===== src/rtl/mcu_pkg.sv =====
// Shared definitions for the multicycle MIPS control unit: state encoding,
// opcode constants, ALU operation codes, datapath mux encodings and the
// bundled control-word struct that the output decoder hands to the top.
package mcu_pkg;

  typedef enum logic [3:0] {
    S_INIT     = 4'd0,
    S_FETCH    = 4'd1,
    S_DECODE   = 4'd2,
    S_EXEC_R   = 4'd3,
    S_EXEC_I   = 4'd4,
    S_WB_R     = 4'd5,
    S_WB_I     = 4'd6,
    S_MEM_ADDR = 4'd7,
    S_MEM_RD   = 4'd8,
    S_MEM_WB   = 4'd9,
    S_MEM_WR   = 4'd10,
    S_BRANCH   = 4'd11,
    S_JUMP     = 4'd12,
    S_TRAP     = 4'd13
  } state_t;

  localparam logic [5:0] OP_R    = 6'b000000;
  localparam logic [5:0] OP_ADDI = 6'b001000;
  localparam logic [5:0] OP_ORI  = 6'b001101;
  localparam logic [5:0] OP_ANDI = 6'b001100;
  localparam logic [5:0] OP_LUI  = 6'b001111;
  localparam logic [5:0] OP_LW   = 6'b100011;
  localparam logic [5:0] OP_SW   = 6'b101011;
  localparam logic [5:0] OP_BEQ  = 6'b000100;
  localparam logic [5:0] OP_BNE  = 6'b000101;
  localparam logic [5:0] OP_J    = 6'b000010;
  localparam logic [5:0] OP_JAL  = 6'b000011;

  localparam logic [2:0] ALU_RTYPE = 3'b111;
  localparam logic [2:0] ALU_ADD   = 3'b100;
  localparam logic [2:0] ALU_OR    = 3'b101;
  localparam logic [2:0] ALU_AND   = 3'b110;
  localparam logic [2:0] ALU_LUI   = 3'b000;
  localparam logic [2:0] ALU_SUB   = 3'b001;

  localparam logic [1:0] PCSRC_ALU    = 2'b00;
  localparam logic [1:0] PCSRC_ALUOUT = 2'b01;
  localparam logic [1:0] PCSRC_JUMP   = 2'b10;

  localparam logic [1:0] SRCB_REGB    = 2'b00;
  localparam logic [1:0] SRCB_FOUR    = 2'b01;
  localparam logic [1:0] SRCB_IMM     = 2'b10;
  localparam logic [1:0] SRCB_IMM_SH2 = 2'b11;

  localparam logic [1:0] REGDST_RT = 2'b00;
  localparam logic [1:0] REGDST_RD = 2'b01;
  localparam logic [1:0] REGDST_RA = 2'b10;

  localparam logic [1:0] M2R_ALUOUT = 2'b00;
  localparam logic [1:0] M2R_MDR    = 2'b01;
  localparam logic [1:0] M2R_PC     = 2'b10;

  typedef struct packed {
    logic       memRead;
    logic       memWrite;
    logic       iOrD;
    logic       irWrite;
    logic       pcWrite;
    logic       pcWriteCondEq;
    logic       pcWriteCondNe;
    logic [1:0] pcSource;
    logic [2:0] aluOp;
    logic       aluSrcA;
    logic [1:0] aluSrcB;
    logic       regWrite;
    logic [1:0] regDst;
    logic [1:0] memToReg;
  } ctrl_t;

  // True for every opcode the datapath knows how to sequence.
  function automatic logic isKnownOpcode(input logic [5:0] op);
    case (op)
      OP_R, OP_ADDI, OP_ORI, OP_ANDI, OP_LUI, OP_LW, OP_SW,
      OP_BEQ, OP_BNE, OP_J, OP_JAL: isKnownOpcode = 1'b1;
      default:                      isKnownOpcode = 1'b0;
    endcase
  endfunction

endpackage


===== src/rtl/mcu_output_decode.sv =====
// Moore output decoder for the multicycle control unit. Maps the current
// state (plus the latched opcode) onto the datapath control word. The only
// input-dependent outputs are ir_write/pc_write in FETCH, which follow
// mem_ready so the IR and PC load exactly when the fetch completes.
import mcu_pkg::*;

module mcu_output_decode (
  input  state_t      i_state,
  input  logic [5:0]  i_opcode,
  input  logic        i_memReady,
  output ctrl_t       o_ctrl
);

  // Decode the control word; everything not driven for a state stays 0.
  always_comb begin
    o_ctrl = '0;
    case (i_state)
      S_FETCH: begin
        o_ctrl.memRead  = 1'b1;
        o_ctrl.iOrD     = 1'b0;
        o_ctrl.aluSrcA  = 1'b0;
        o_ctrl.aluSrcB  = SRCB_FOUR;
        o_ctrl.aluOp    = ALU_ADD;
        o_ctrl.pcSource = PCSRC_ALU;
        o_ctrl.irWrite  = i_memReady;
        o_ctrl.pcWrite  = i_memReady;
      end
      S_DECODE: begin
        o_ctrl.aluSrcA = 1'b0;
        o_ctrl.aluSrcB = SRCB_IMM_SH2;
        o_ctrl.aluOp   = ALU_ADD;
      end
      S_EXEC_R: begin
        o_ctrl.aluSrcA = 1'b1;
        o_ctrl.aluSrcB = SRCB_REGB;
        o_ctrl.aluOp   = ALU_RTYPE;
      end
      S_WB_R: begin
        o_ctrl.regWrite = 1'b1;
        o_ctrl.regDst   = REGDST_RD;
        o_ctrl.memToReg = M2R_ALUOUT;
      end
      S_EXEC_I: begin
        o_ctrl.aluSrcA = 1'b1;
        o_ctrl.aluSrcB = SRCB_IMM;
        case (i_opcode)
          OP_ORI:  o_ctrl.aluOp = ALU_OR;
          OP_ANDI: o_ctrl.aluOp = ALU_AND;
          OP_LUI:  o_ctrl.aluOp = ALU_LUI;
          default: o_ctrl.aluOp = ALU_ADD;
        endcase
      end
      S_WB_I: begin
        o_ctrl.regWrite = 1'b1;
        o_ctrl.regDst   = REGDST_RT;
        o_ctrl.memToReg = M2R_ALUOUT;
      end
      S_MEM_ADDR: begin
        o_ctrl.aluSrcA = 1'b1;
        o_ctrl.aluSrcB = SRCB_IMM;
        o_ctrl.aluOp   = ALU_ADD;
      end
      S_MEM_RD: begin
        o_ctrl.memRead = 1'b1;
        o_ctrl.iOrD    = 1'b1;
      end
      S_MEM_WB: begin
        o_ctrl.regWrite = 1'b1;
        o_ctrl.regDst   = REGDST_RT;
        o_ctrl.memToReg = M2R_MDR;
      end
      S_MEM_WR: begin
        o_ctrl.memWrite = 1'b1;
        o_ctrl.iOrD     = 1'b1;
      end
      S_BRANCH: begin
        o_ctrl.aluSrcA       = 1'b1;
        o_ctrl.aluSrcB       = SRCB_REGB;
        o_ctrl.aluOp         = ALU_SUB;
        o_ctrl.pcSource      = PCSRC_ALUOUT;
        o_ctrl.pcWriteCondEq = (i_opcode == OP_BEQ);
        o_ctrl.pcWriteCondNe = (i_opcode == OP_BNE);
      end
      S_JUMP: begin
        o_ctrl.pcWrite  = 1'b1;
        o_ctrl.pcSource = PCSRC_JUMP;
        if (i_opcode == OP_JAL) begin
          o_ctrl.regWrite = 1'b1;
          o_ctrl.regDst   = REGDST_RA;
          o_ctrl.memToReg = M2R_PC;
        end
      end
      default: o_ctrl = '0;
    endcase
  end

endmodule


===== src/rtl/multicycle_control_unit.sv =====
// Main sequencing FSM for the multicycle MIPS datapath. Holds the state
// register, the post-reset INIT counter and the next-state logic; the
// control word itself comes from mcu_output_decode.
// Optional macro MCU_ILLEGAL_TRAP_EN: unknown opcodes trap into TRAP and
// raise the sticky illegal_op flag. Without it they retire as a NOP.
import mcu_pkg::*;

module multicycle_control_unit #(
  parameter int unsigned INIT_CYCLES = 1
) (
  input  logic       clk,
  input  logic       reset,
  input  logic [5:0] opcode,
  input  logic       mem_ready,
  output logic       mem_read,
  output logic       mem_write,
  output logic       i_or_d,
  output logic       ir_write,
  output logic       pc_write,
  output logic       pc_write_cond_eq,
  output logic       pc_write_cond_ne,
  output logic [1:0] pc_source,
  output logic [2:0] alu_op,
  output logic       alu_src_a,
  output logic [1:0] alu_src_b,
  output logic       reg_write,
  output logic [1:0] reg_dst,
  output logic [1:0] mem_to_reg,
  output logic [3:0] state_o,
  output logic       illegal_op
);

  localparam logic [3:0] INIT_LAST = 4'(INIT_CYCLES - 1);

  state_t     r_state;
  state_t     w_nextState;
  logic [3:0] r_initCnt;
  ctrl_t      w_ctrl;

  // State register; reset aborts any access in flight by returning to INIT.
  always_ff @(posedge clk or negedge reset) begin
    if (!reset) r_state <= S_INIT;
    else        r_state <= w_nextState;
  end

  // Count cycles spent in INIT so FETCH starts INIT_CYCLES after release.
  always_ff @(posedge clk or negedge reset) begin
    if (!reset)                  r_initCnt <= '0;
    else if (r_state != S_INIT)  r_initCnt <= '0;
    else if (r_initCnt != INIT_LAST) r_initCnt <= r_initCnt + 4'd1;
  end

  // Next-state sequencing, including opcode dispatch out of DECODE.
  always_comb begin
    w_nextState = r_state;
    case (r_state)
      S_INIT:     if (r_initCnt == INIT_LAST) w_nextState = S_FETCH;
      S_FETCH:    if (mem_ready) w_nextState = S_DECODE;
      S_DECODE: begin
        case (opcode)
          OP_R:                            w_nextState = S_EXEC_R;
          OP_ADDI, OP_ORI, OP_ANDI, OP_LUI: w_nextState = S_EXEC_I;
          OP_LW, OP_SW:                    w_nextState = S_MEM_ADDR;
          OP_BEQ, OP_BNE:                  w_nextState = S_BRANCH;
          OP_J, OP_JAL:                    w_nextState = S_JUMP;
`ifdef MCU_ILLEGAL_TRAP_EN
          default:                         w_nextState = S_TRAP;
`else
          default:                         w_nextState = S_FETCH;
`endif
        endcase
      end
      S_EXEC_R:   w_nextState = S_WB_R;
      S_WB_R:     w_nextState = S_FETCH;
      S_EXEC_I:   w_nextState = S_WB_I;
      S_WB_I:     w_nextState = S_FETCH;
      S_MEM_ADDR: w_nextState = (opcode == OP_LW) ? S_MEM_RD : S_MEM_WR;
      S_MEM_RD:   if (mem_ready) w_nextState = S_MEM_WB;
      S_MEM_WB:   w_nextState = S_FETCH;
      S_MEM_WR:   if (mem_ready) w_nextState = S_FETCH;
      S_BRANCH:   w_nextState = S_FETCH;
      S_JUMP:     w_nextState = S_FETCH;
      S_TRAP:     w_nextState = S_TRAP;
      default:    w_nextState = S_INIT;
    endcase
  end

`ifdef MCU_ILLEGAL_TRAP_EN
  logic r_illegal;

  // Sticky flag raised when DECODE sees an opcode outside the supported set.
  always_ff @(posedge clk or negedge reset) begin
    if (!reset)
      r_illegal <= 1'b0;
    else if (r_state == S_DECODE && !isKnownOpcode(opcode))
      r_illegal <= 1'b1;
  end

  assign illegal_op = r_illegal;
`else
  assign illegal_op = 1'b0;
`endif

  mcu_output_decode u_outputDecode (
    .i_state    (r_state),
    .i_opcode   (opcode),
    .i_memReady (mem_ready),
    .o_ctrl     (w_ctrl)
  );

  assign mem_read         = w_ctrl.memRead;
  assign mem_write        = w_ctrl.memWrite;
  assign i_or_d           = w_ctrl.iOrD;
  assign ir_write         = w_ctrl.irWrite;
  assign pc_write         = w_ctrl.pcWrite;
  assign pc_write_cond_eq = w_ctrl.pcWriteCondEq;
  assign pc_write_cond_ne = w_ctrl.pcWriteCondNe;
  assign pc_source        = w_ctrl.pcSource;
  assign alu_op           = w_ctrl.aluOp;
  assign alu_src_a        = w_ctrl.aluSrcA;
  assign alu_src_b        = w_ctrl.aluSrcB;
  assign reg_write        = w_ctrl.regWrite;
  assign reg_dst          = w_ctrl.regDst;
  assign mem_to_reg       = w_ctrl.memToReg;
  assign state_o          = r_state;

endmodule


===== config.mk =====
export PLATFORM = sky130hd
export DESIGN_NAME = multicycle_control_unit
export DESIGN_NICKNAME = d
export VERILOG_FILES = /design/src/rtl/mcu_pkg.sv /design/src/rtl/mcu_output_decode.sv /design/src/rtl/multicycle_control_unit.sv
export SDC_FILE = /design/constraint.sdc
export NUM_CORES = 1
export LEC_CHECK = 0
export BUFFER_PORTS_ARGS = -buffer_cell sky130_fd_sc_hd__buf_2
export CELL_PAD_IN_SITES_DETAIL_PLACEMENT = 1
export CELL_PAD_IN_SITES_GLOBAL_PLACEMENT = 2
export CORE_MARGIN = 1
export CORE_UTILIZATION = 24
export DETAILED_ROUTE_END_ITERATION = 10
export GPL_TIMING_DRIVEN = 0
export PLACE_DENSITY = 0.73
export SLEW_MARGIN = 20
export SYNTH_ARGS = -nofsm -noshare
export SYNTH_HDL_FRONTEND = slang
export SYNTH_HIERARCHICAL = 1
export SYNTH_SLANG_ARGS = --single-unit

===== constraint.sdc =====
create_clock -name clk -period 1.5 [get_ports clk]
set_input_delay 0.3 -clock clk [delete_from_list [all_inputs] [get_ports clk]]
set_output_delay 0.3 -clock clk [all_outputs]
set_load 0.005 [all_outputs]

==> results of run 1 <==
Yosys cell counts, drive strengths merged, types with 2 or more instances:
cell type	n	area, sq um
o41ai	2	17.5
xor2	4	35.0
inv	5	18.8
nand2	10	40.0
nor2b	2	12.5
buf	8	60.1
or4	3	30.0
o22a	2	17.5
xnor2	4	35.0
nand2b	9	56.3
nand4	2	12.5
o21ai	7	35.0
a21o	2	15.0
a31oi	2	12.5
a21oi	2	10.0
nor3b	4	46.3
dfrtp	8	200
o31ai	3	22.5
nor2	16	60.1
a211oi	5	37.5
clkbuf	2	7.51
nand3	5	25.0
ha	2	25.0
nor3	5	25.0
worst paths after layout:
check / startpoint / end / depth (start not counted)
setup / recovery: state_o[0] / alu_op[0] / 5
hold / removal: opcode[4] / state_o[2] / 2
setup reg to reg: state_o[3] / state_o[2] / 5
hold reg to reg: r_initCnt[1] / r_initCnt[1] / 2
max in group asynchronous: reset / state_o[3] / 2
min in group asynchronous: reset / state_o[2] / 2
per-stage QoR:
stage	hold WS [ns]	cell area, sq um	instances	util, %
6_report	0.414	1630	237	40.4
4_1_cts	0.420	1510	232	37.4
2_1_floorplan	0.00441	1010	132	-
5_1_grt	0.438	1630	237	40.4
3_5_place_dp	0.153	1240	214	30.7
3_3_place_gp	0.145	1240	214	30.7
logic make-up after synthesis:
logic type      count (synthesis)  synth area share (%)
buf+inv                        15                  8.56
other cells                     1                 0.372
mux                             1                 0.993
fa+ha+maj                       2                  2.48
compound gates                 31                  22.3
simple gates                   66                  38.5
xor+xnor                        8                  6.95
flops                           8                  19.9
what timing repair did:
action	in CTS	in global routing
cloned	0	0
setup endpoints to repair	19	23
pin swaps	13	7
hold buffers	1	0
setup buffers	14	6
hold endpoints to repair	8	0
gates resized for setup	28	24
power breakdown:
part,switching (mW),internal [mW]
Sequential,0,0.217
Combinational,0.0450,0.0291
Clock,0.0826,0.184
Total,0.128,0.430
flip-flops by register name (all words and copies together) (netlist names):
signal,cells
r_initCnt,4
state_o,4
per-layer routing:
metal | share of wire (%) | up-vias | GRT usage, %
li1 | - | 583 | -
met1 | 41 | 574 | 18.4
met2 | 55 | 26 | 28.7
met3 | 3.4 | 0 | 2.57
met4 | 0 | 0 | 1.33
met5 | 0 | - | 0
layout make-up:
type | instances | area, sq um | share of cell area [%]
Multi-Input combinational cell | 109 | 876 | 53.8
Buffer | 9 | 71.3 | 4.38
Clock buffer | 4 | 45.0 | 2.77
Inverter | 5 | 18.8 | 1.15
Tap cell | 50 | 62.6 | 3.85
Sequential cell | 8 | 203 | 12.5
Timing Repair Buffer | 52 | 350 | 21.5
==> qor.yml, run 1 <==
setup-tns-final_ns: -3.91
crit_family: "simple AND/OR/NAND/NOR gates"
dieArea_sq_um: 4460
start_kind: "register"
synthCells: 132
crit_chain: "buf_6, nor3b_4, nand3_2, o31ai_2, buf_2"
syn_nets: 143
viasPerCell: 4.99
antenna_found_initial: 0
areaGrowthSynthToFinish_pct: 61.3
crit_path_top_delay_cell: "dfrtp_1"
grt_overflow_total: 0
syn_avg_cell_area_sq_um: 7.64
ir_drop_uv: 580
wl_per_cell_um: 14.4
grt_pass1_wl_um: 5260
maxCapViolCount: 0
grt_pass1_vias: 1158
coreArea_sq_um: 4030
cts_max_level: 1
crit_path_end_kind: "output port"
skew_ns: 0.00606
cts_buffers: 3
ys_seq_elements: 8
worst_slack_ns: -0.331
violations: "setup timing"
yosysWarnings: 6
cts_max_path_buffers: 2
n_fill_cell: 499
yosysSeqAreaShare_pct: 19.9
drtIter0Drc: 53
cts_tree: "yes"
dr_total_vias: 1183
hp-class: "input port to register"
die_w_um: 66.8
postRouteAntennaNets: 0
finalHoldViolCount: 0
cp.required_ns: 1.20
drive_gt1_share_pct: 54.5
ff2ff_setup_slack_ns: 0.06
min_period_ns: 1.83
port-buffer-count: 32
clock_latency_ns: 0.23
setup_viol: 18
cp_num_buf_inv: 2
wl_um: 3410
status: "finished, violations left"
route.detailed.drc: 0
synth_ff_type: "dfrtp_1"
grt_max_degree: 12
dpl.hpwl_um: 2330
dpl_worst_slack_ns: -0.273
n_antenna_cell: 0
row_count: 23
pin_count: 34
power_density_nw_per_um2: 343
cts_root_buf: "clkbuf_8"
min_period_over_period_pct: 122
die_h_um: 66.8
firstDrtPassIters: 5
fmax_ghz: 0.546
final_common_cell: "buf_2"
p_total_uw: 557
nets: 199
ys_types: 49
start_util_pct: 25.0
path_max_fanout: 7
synth-async-reset-ratio_pct: 100
cts.sinks: 8
grtUsageTotal_pct: 15.2
arrival_ns: 1.53
cellLeakagePower_nw: 0.719
critical_path.max_stage_delay_ns: 0.38
finalMaxSlewViolations: 0
syn_area_sq_um: 1010
clk_pin_slew_ns: 0.04
synth_edf_count: 0
rsz0062_at_grt: "true"
path_class: "register to output port"
gp_congestion: 0.772
layout_common_cells: "31 x buf_2, 17 x buf_4, 11 x nor2_1, 11 x buf_6, 8 x nand2_1"
(Power assumes the default switching activity.)
==> run 2, diff against run 1 <==
--- a/config.mk
+++ b/config.mk
@@ -12,9 +12,8 @@
 export CORE_UTILIZATION = 24
 export DETAILED_ROUTE_END_ITERATION = 10
 export GPL_TIMING_DRIVEN = 0
-export PLACE_DENSITY = 0.73
+export PLACE_DENSITY = 0.75
 export SLEW_MARGIN = 20
 export SYNTH_ARGS = -nofsm -noshare
 export SYNTH_HDL_FRONTEND = slang
-export SYNTH_HIERARCHICAL = 1
 export SYNTH_SLANG_ARGS = --single-unit
==> run 2 against run 1 <==
The flow still finishes with violations (setup timing). Sequential share of layout area about the same. Highest routed layer is now met4. Register-to-register slack hardly changed. Combinational power grew to 25 times the previous value. Total power rose to 4.4 times the previous value. Cell count shrank 2.1%. Critical path depth unchanged. Largest cell class unchanged. Die area decreased by 6.9%.
==> qor.yml, run 2 <==
syn_area_sq_um: 937
areaGrowthSynthToFinish_pct: 73.2
route.detailed.drc: 0
rr_endpoint: "state_o[0]"
synth_edf_count: 0
synth-async-reset-ratio_pct: 100
crit_family: "flip-flops"
finalMaxSlewViolations: 0
arrival_ns: 1.45
grt_pass1_wl_um: 5820
crit_chain: "clkbuf_16, nor2_4, o211ai_1, a31oi_1, buf_2"
ys_seq_elements: 8
grtUsageTotal_pct: 18.1
cts_buffers: 3
final_common_cell: "buf_2"
clk_pin_slew_ns: 0.04
syn_nets: 136
cp_num_buf_inv: 2
yosysWarnings: 0
fmax_ghz: 0.571
cts.sinks: 8
crit_path_top_delay_cell: "dfrtp_2"
multi_input_area_sq_um: 749
cellLeakagePower_nw: 0.808
placed_cells: 204
dr_total_vias: 1157
cts_root_buf: "clkbuf_8"
port-buffer-count: 31
gp_congestion: 0.806
postRouteAntennaNets: 0
antenna_found_initial: 0
ir_drop_uv: 603
nets: 197
drtIter0Drc: 47
stdcell_area_sq_um: 1620
ff2ff_setup_slack_ns: 0.06
yosys.area.top_type_share_pct: 21.4
worst_slack_ns: -0.253
synthTopCellsByArea: "dfrtp_1 21%, nor2_1 8.4%, nor3_1 4.8%, buf_6 4.8%, nand2b_1 4.7%"
min_period_over_period_pct: 117
cp.depth: 5
ys_types: 42
die_w_um: 64.5
viasPerCell: 4.99
cts_tree: "yes"
hp-class: "input port to async pin"
synthCells: 125
syn_avg_cell_area_sq_um: 7.50
yosys.area.top_type: "dfrtp_1"
dieArea_sq_um: 4160
grt_overflow_total: 0
crit_path_end_kind: "output port"
relSlewSlack_pct: 66.5
n_antenna_cell: 0
clock_latency_ns: 0.23
row_count: 22
drive_gt1_share_pct: 53.8
path_max_fanout: 6
violations: "setup timing"
power_density_nw_per_um2: 1500
setup-tns-final_ns: -3.53
dpl.hpwl_um: 2340
cp.required_ns: 1.20
status: "finished, violations left"
skew_ns: 0.00284
place_area_sq_um: 1170
synth.most_common_cell: "nor2_1"
maxCapViolCount: 0
r2r-start: "state_o[2]"
firstDrtPassIters: 4
cts_max_path_buffers: 2
cts_max_level: 1
coreArea_sq_um: 3720
rsz0062_at_grt: "true"
n_fill_cell: 477
wl_um: 3880
setup_viol: 19
ys_top_cells_by_count: "21 x nor2_1, 11 x nand2_1, 9 x nor3_1, 8 x dfrtp_1, 7 x nand2b_1"
endpoint: "alu_op[2]"
start_util_pct: 25.2
crit_path_start: "state_o[1]"
critical_path.max_stage_delay_ns: 0.47
regArea_sq_um: 203
layout_common_cells: "26 x buf_2, 20 x buf_4, 15 x buf_6, 12 x nor2_1, 8 x nand2_1"
pin_count: 34
tightestPinTransition_ns: 0.496
grt_pass1_vias: 1175
grt_max_degree: 11
synth_ff_type: "dfrtp_1"
start_kind: "register"
min_period_ns: 1.75
fin_cells: 232
finish.utilization_pct: 43.7
rr_worst_depth: 7
wl_per_cell_um: 16.7
path_class: "register to output port"
yosysSeqAreaShare_pct: 21.4
finalHoldViolCount: 0
die_h_um: 64.5
## run 2: changes by cell type after synthesis, moves of 3 or more
cell / previous run / this run
buf_2: 3 / 0
nor2_1: 16 / 21
nor3_1: 5 / 9
o21ai_0: 6 / 0
o31ai_1: 3 / 0
## run 2: layout make-up
cell class	instances	area share, %
multi-input cells	100	46.2
clock buffers	3	2.54
well taps	48	3.70
plain buffers	11	8.25
inverters	5	1.16
repair buffers	57	25.7
flip-flops and latches	8	12.5
## run 2: metal layers
layer	global-route usage [%]	share of wire, %	vias up
met5	0	0	-
met4	5.00	1.4	0
met3	1.41	3.6	6
met2	31.7	52	33
met1	23.5	43	559
li1	-	-	559
## run 2: cell families (layout without fill, tap and decap cells)
logic type / Yosys count / after routing / synth area share [%]
compound gates: 22 / 22 / 17.4
xor+xnor: 7 / 7 / 6.54
fa+ha+maj: 2 / 2 / 2.67
buf+inv: 17 / 76 / 13.4
flops: 8 / 8 / 21.4
mux: 1 / 1 / 1.07
other cells: 1 / 1 / 0.400
simple gates: 67 / 67 / 37.3
## run 2: per-stage QoR
step	power [mW]	hold WS, ns	setup slack (ns)
global route	2.60	0.471	-0.298
floorplan	1.06	0.00441	0.0175
detailed placement	1.46	0.160	-0.216
CTS	2.20	0.434	-0.347
global placement	1.45	0.148	-0.236
finish	2.44	0.435	-0.253
## run 2: worst min-delay path by stage
stage,start,endpoint
floorplan,reset,r_initCnt[0]
global placement,reset,r_initCnt[2]
detailed placement,reset,r_initCnt[2]
CTS,opcode[1],state_o[3]
global route,reset,r_initCnt[2]
finish,reset,r_initCnt[3]
## run 2: timing repair
item	CTS	global route
pin swaps	10	10
buffers inserted	16	8
gates resized for setup	25	25
endpoints found under the setup margin	21	23
hold buffers	1	0
hold endpoints to repair	8	0
cloned	2	0
## run 2: power breakdown
part	switching, mW	leakage [nW]	internal, mW
Combinational	0.913	0.682	0.950
Sequential	0.0560	0.104	0.261
Clock	0.0872	0.0216	0.174
==> run 3, diff against run 2 <==
--- a/config.mk
+++ b/config.mk
@@ -5,14 +5,14 @@
 export SDC_FILE = /design/constraint.sdc
 export NUM_CORES = 1
 export LEC_CHECK = 0
-export BUFFER_PORTS_ARGS = -buffer_cell sky130_fd_sc_hd__buf_2
 export CELL_PAD_IN_SITES_DETAIL_PLACEMENT = 1
 export CELL_PAD_IN_SITES_GLOBAL_PLACEMENT = 2
 export CORE_MARGIN = 1
-export CORE_UTILIZATION = 24
+export CORE_UTILIZATION = 30
 export DETAILED_ROUTE_END_ITERATION = 10
+export DONT_BUFFER_PORTS = 1
 export GPL_TIMING_DRIVEN = 0
-export PLACE_DENSITY = 0.75
+export PLACE_DENSITY = 0.79
 export SLEW_MARGIN = 20
 export SYNTH_ARGS = -nofsm -noshare
 export SYNTH_HDL_FRONTEND = slang
==> run 3 against run 2 <==
The flow finishes with violations (DRC, setup timing). Wire length rose by 6.6%. Register-to-register slack got worse by 0.07 ns. Flip-flop and latch count did not move. Fmax fell by 3.8%. Global-route usage rose by 2.3 points. Critical endpoint is now reg_write.
==> qor.yml, run 3 (synthesized netlist as in run 2, its figures left out) <==
cts_tree: "yes"
wl_per_cell_um: 22.4
port-buffer-count: 0
start_util_pct: 32.9
violations: "DRC, setup timing"
min_period_ns: 1.82
grt_overflow_total: 0
postRouteAntennaNets: 0
layout_common_cells: "18 x buf_4, 11 x buf_6, 10 x nor2_4, 9 x nor2_1"
cp.required_ns: 1.20
maxCapViolCount: 0
drive_gt1_share_pct: 55.8
setup_viol: 19
grt_max_degree: 11
finalHoldViolCount: 0
clock_latency_ns: 0.26
crit_path_start: "state_o[0]"
switchingPower_mw: 1.17
die_h_um: 57.9
ir_drop_uv: 549
status: "finished, violations left"
p_total_mw: 2.52
cellLeakagePower_nw: 0.673
path_max_fanout: 7
internal_power_mw: 1.35
relSlewSlack_pct: 43.3
worst_slack_ns: -0.322
grt_pass1_wl_um: 5240
wl_um: 4140
skew_ns: 0.00135
cts_max_path_buffers: 2
placed_cells: 156
dieArea_sq_um: 3350
fin_cells: 185
route.detailed.drc: 3
drtIter0Drc: 49
rsz0062_at_grt: "true"
start_kind: "register"
clkPwrFrac_pct: 6.5
r2r-start: "state_o[2]"
dpl.hpwl_um: 2160
min_from: "opcode[2]"
arrival_ns: 1.52
crit_path_end_kind: "output port"
antenna_found_initial: 0
die_w_um: 57.9
nets: 167
clk_pin_slew_ns: 0.05
cts_max_level: 1
grtUsageTotal_pct: 20.4
firstDrtPassIters: 7
cts_root_buf: "clkbuf_4"
dr_total_vias: 1097
fmax_ghz: 0.549
p_sw_share_pct: 46.4
cts.sinks: 8
power_frac_comb_pct: 79.3
areaGrowthSynthToFinish_pct: 68.1
pin_count: 34
finalMaxSlewViolations: 0
viasPerCell: 5.93
dpl_worst_slack_ns: -0.130
grt_pass1_vias: 1066
tightestPinTransition_ns: 0.840
min_period_over_period_pct: 121
final_common_cell: "buf_4"
cts_buffers: 3
seqPwrFrac_pct: 14.2
row_count: 19
power_density_nw_per_um2: 1600
hp-class: "input port to register"
path_class: "register to output port"
coreArea_sq_um: 2850
gp_congestion: 0.760
n_antenna_cell: 0
run 3: cell count changes in the layout (fill, tap and decap cells not counted), moves of 3 or more:
cell / previous run / this run
nor2_2: 6 / 2
buf_6: 15 / 11
nor2_1: 12 / 9
buf_2: 26 / 0
clkbuf_8: 4 / 1
nand2_2: 1 / 4
nor2_4: 3 / 10
run 3: power by group through the flow:
stage	Clock, mW	Combinational, mW	Sequential, mW
after floorplan	0	0.758	0.301
after global placement	0	0.932	0.313
after detailed placement	0	0.945	0.315
after CTS	0.174	1.51	0.340
after global routing	0.184	2.10	0.361
final	0.165	2.00	0.357
run 3: area by class of cell:
| type | instances | area, sq um |
|---|---|---|
| multi-input combinational | 100 | 875 |
| fill | 322 | 1280 |
| inverter | 5 | 18.8 |
| buffer | 10 | 144 |
| timing repair buffer | 28 | 274 |
| sequential | 8 | 203 |
| tap | 31 | 38.8 |
| clock buffer | 3 | 22.5 |
run 3: routing by layer:
metal / routed length [um] / global-route usage (%) / up-vias / share of wire [%]
met5: 0 / 0 / - / 0
met3: 172 / 4.91 / 12 / 4.2
met4: 148 / 4.08 / 0 / 3.6
li1: - / - / 498 / -
met1: 1700 / 26.7 / 537 / 41
met2: 2120 / 34.2 / 50 / 51
run 3: through the flow:
stage	hold slack (ns)	instance area (sq um)	util [%]	setup TNS, ns
after floorplan	0.00441	956	-	0
after global placement	0.00457	995	34.9	-0.646
after detailed placement	0.00455	995	34.9	-0.736
after CTS	0.243	1350	47.3	-3.22
after global routing	0.269	1580	55.2	-4.20
final	0.275	1580	55.2	-3.19
run 3: what timing repair did:
action,CTS,global route
buffers inserted,12,14
gates resized for setup,45,33
hold buffers,1,0
pin swaps,14,18
endpoints found under the setup margin,20,24
gates cloned,1,1
hold endpoints to repair,8,0
run 3: path summary, 6_finish.rpt:
check                               end  slack, ns  cells past startpoint
setup / recovery              reg_write      -0.32                      5
hold reg to reg            r_initCnt[3]       0.61                      2
min in group asynchronous  r_initCnt[3]       0.39                      1
max in group asynchronous    state_o[1]       0.82                      1
setup reg to reg             state_o[1]      -0.01                      7
hold / removal               state_o[3]       0.27                      3
run 3: critical path, stage by stage, from the launching register on:
cell       delay, ns
dfrtp_2         0.49
clkbuf_16       0.20
buf_4           0.14
nor2_4          0.10
a32oi_2         0.13
o22ai_2         0.20
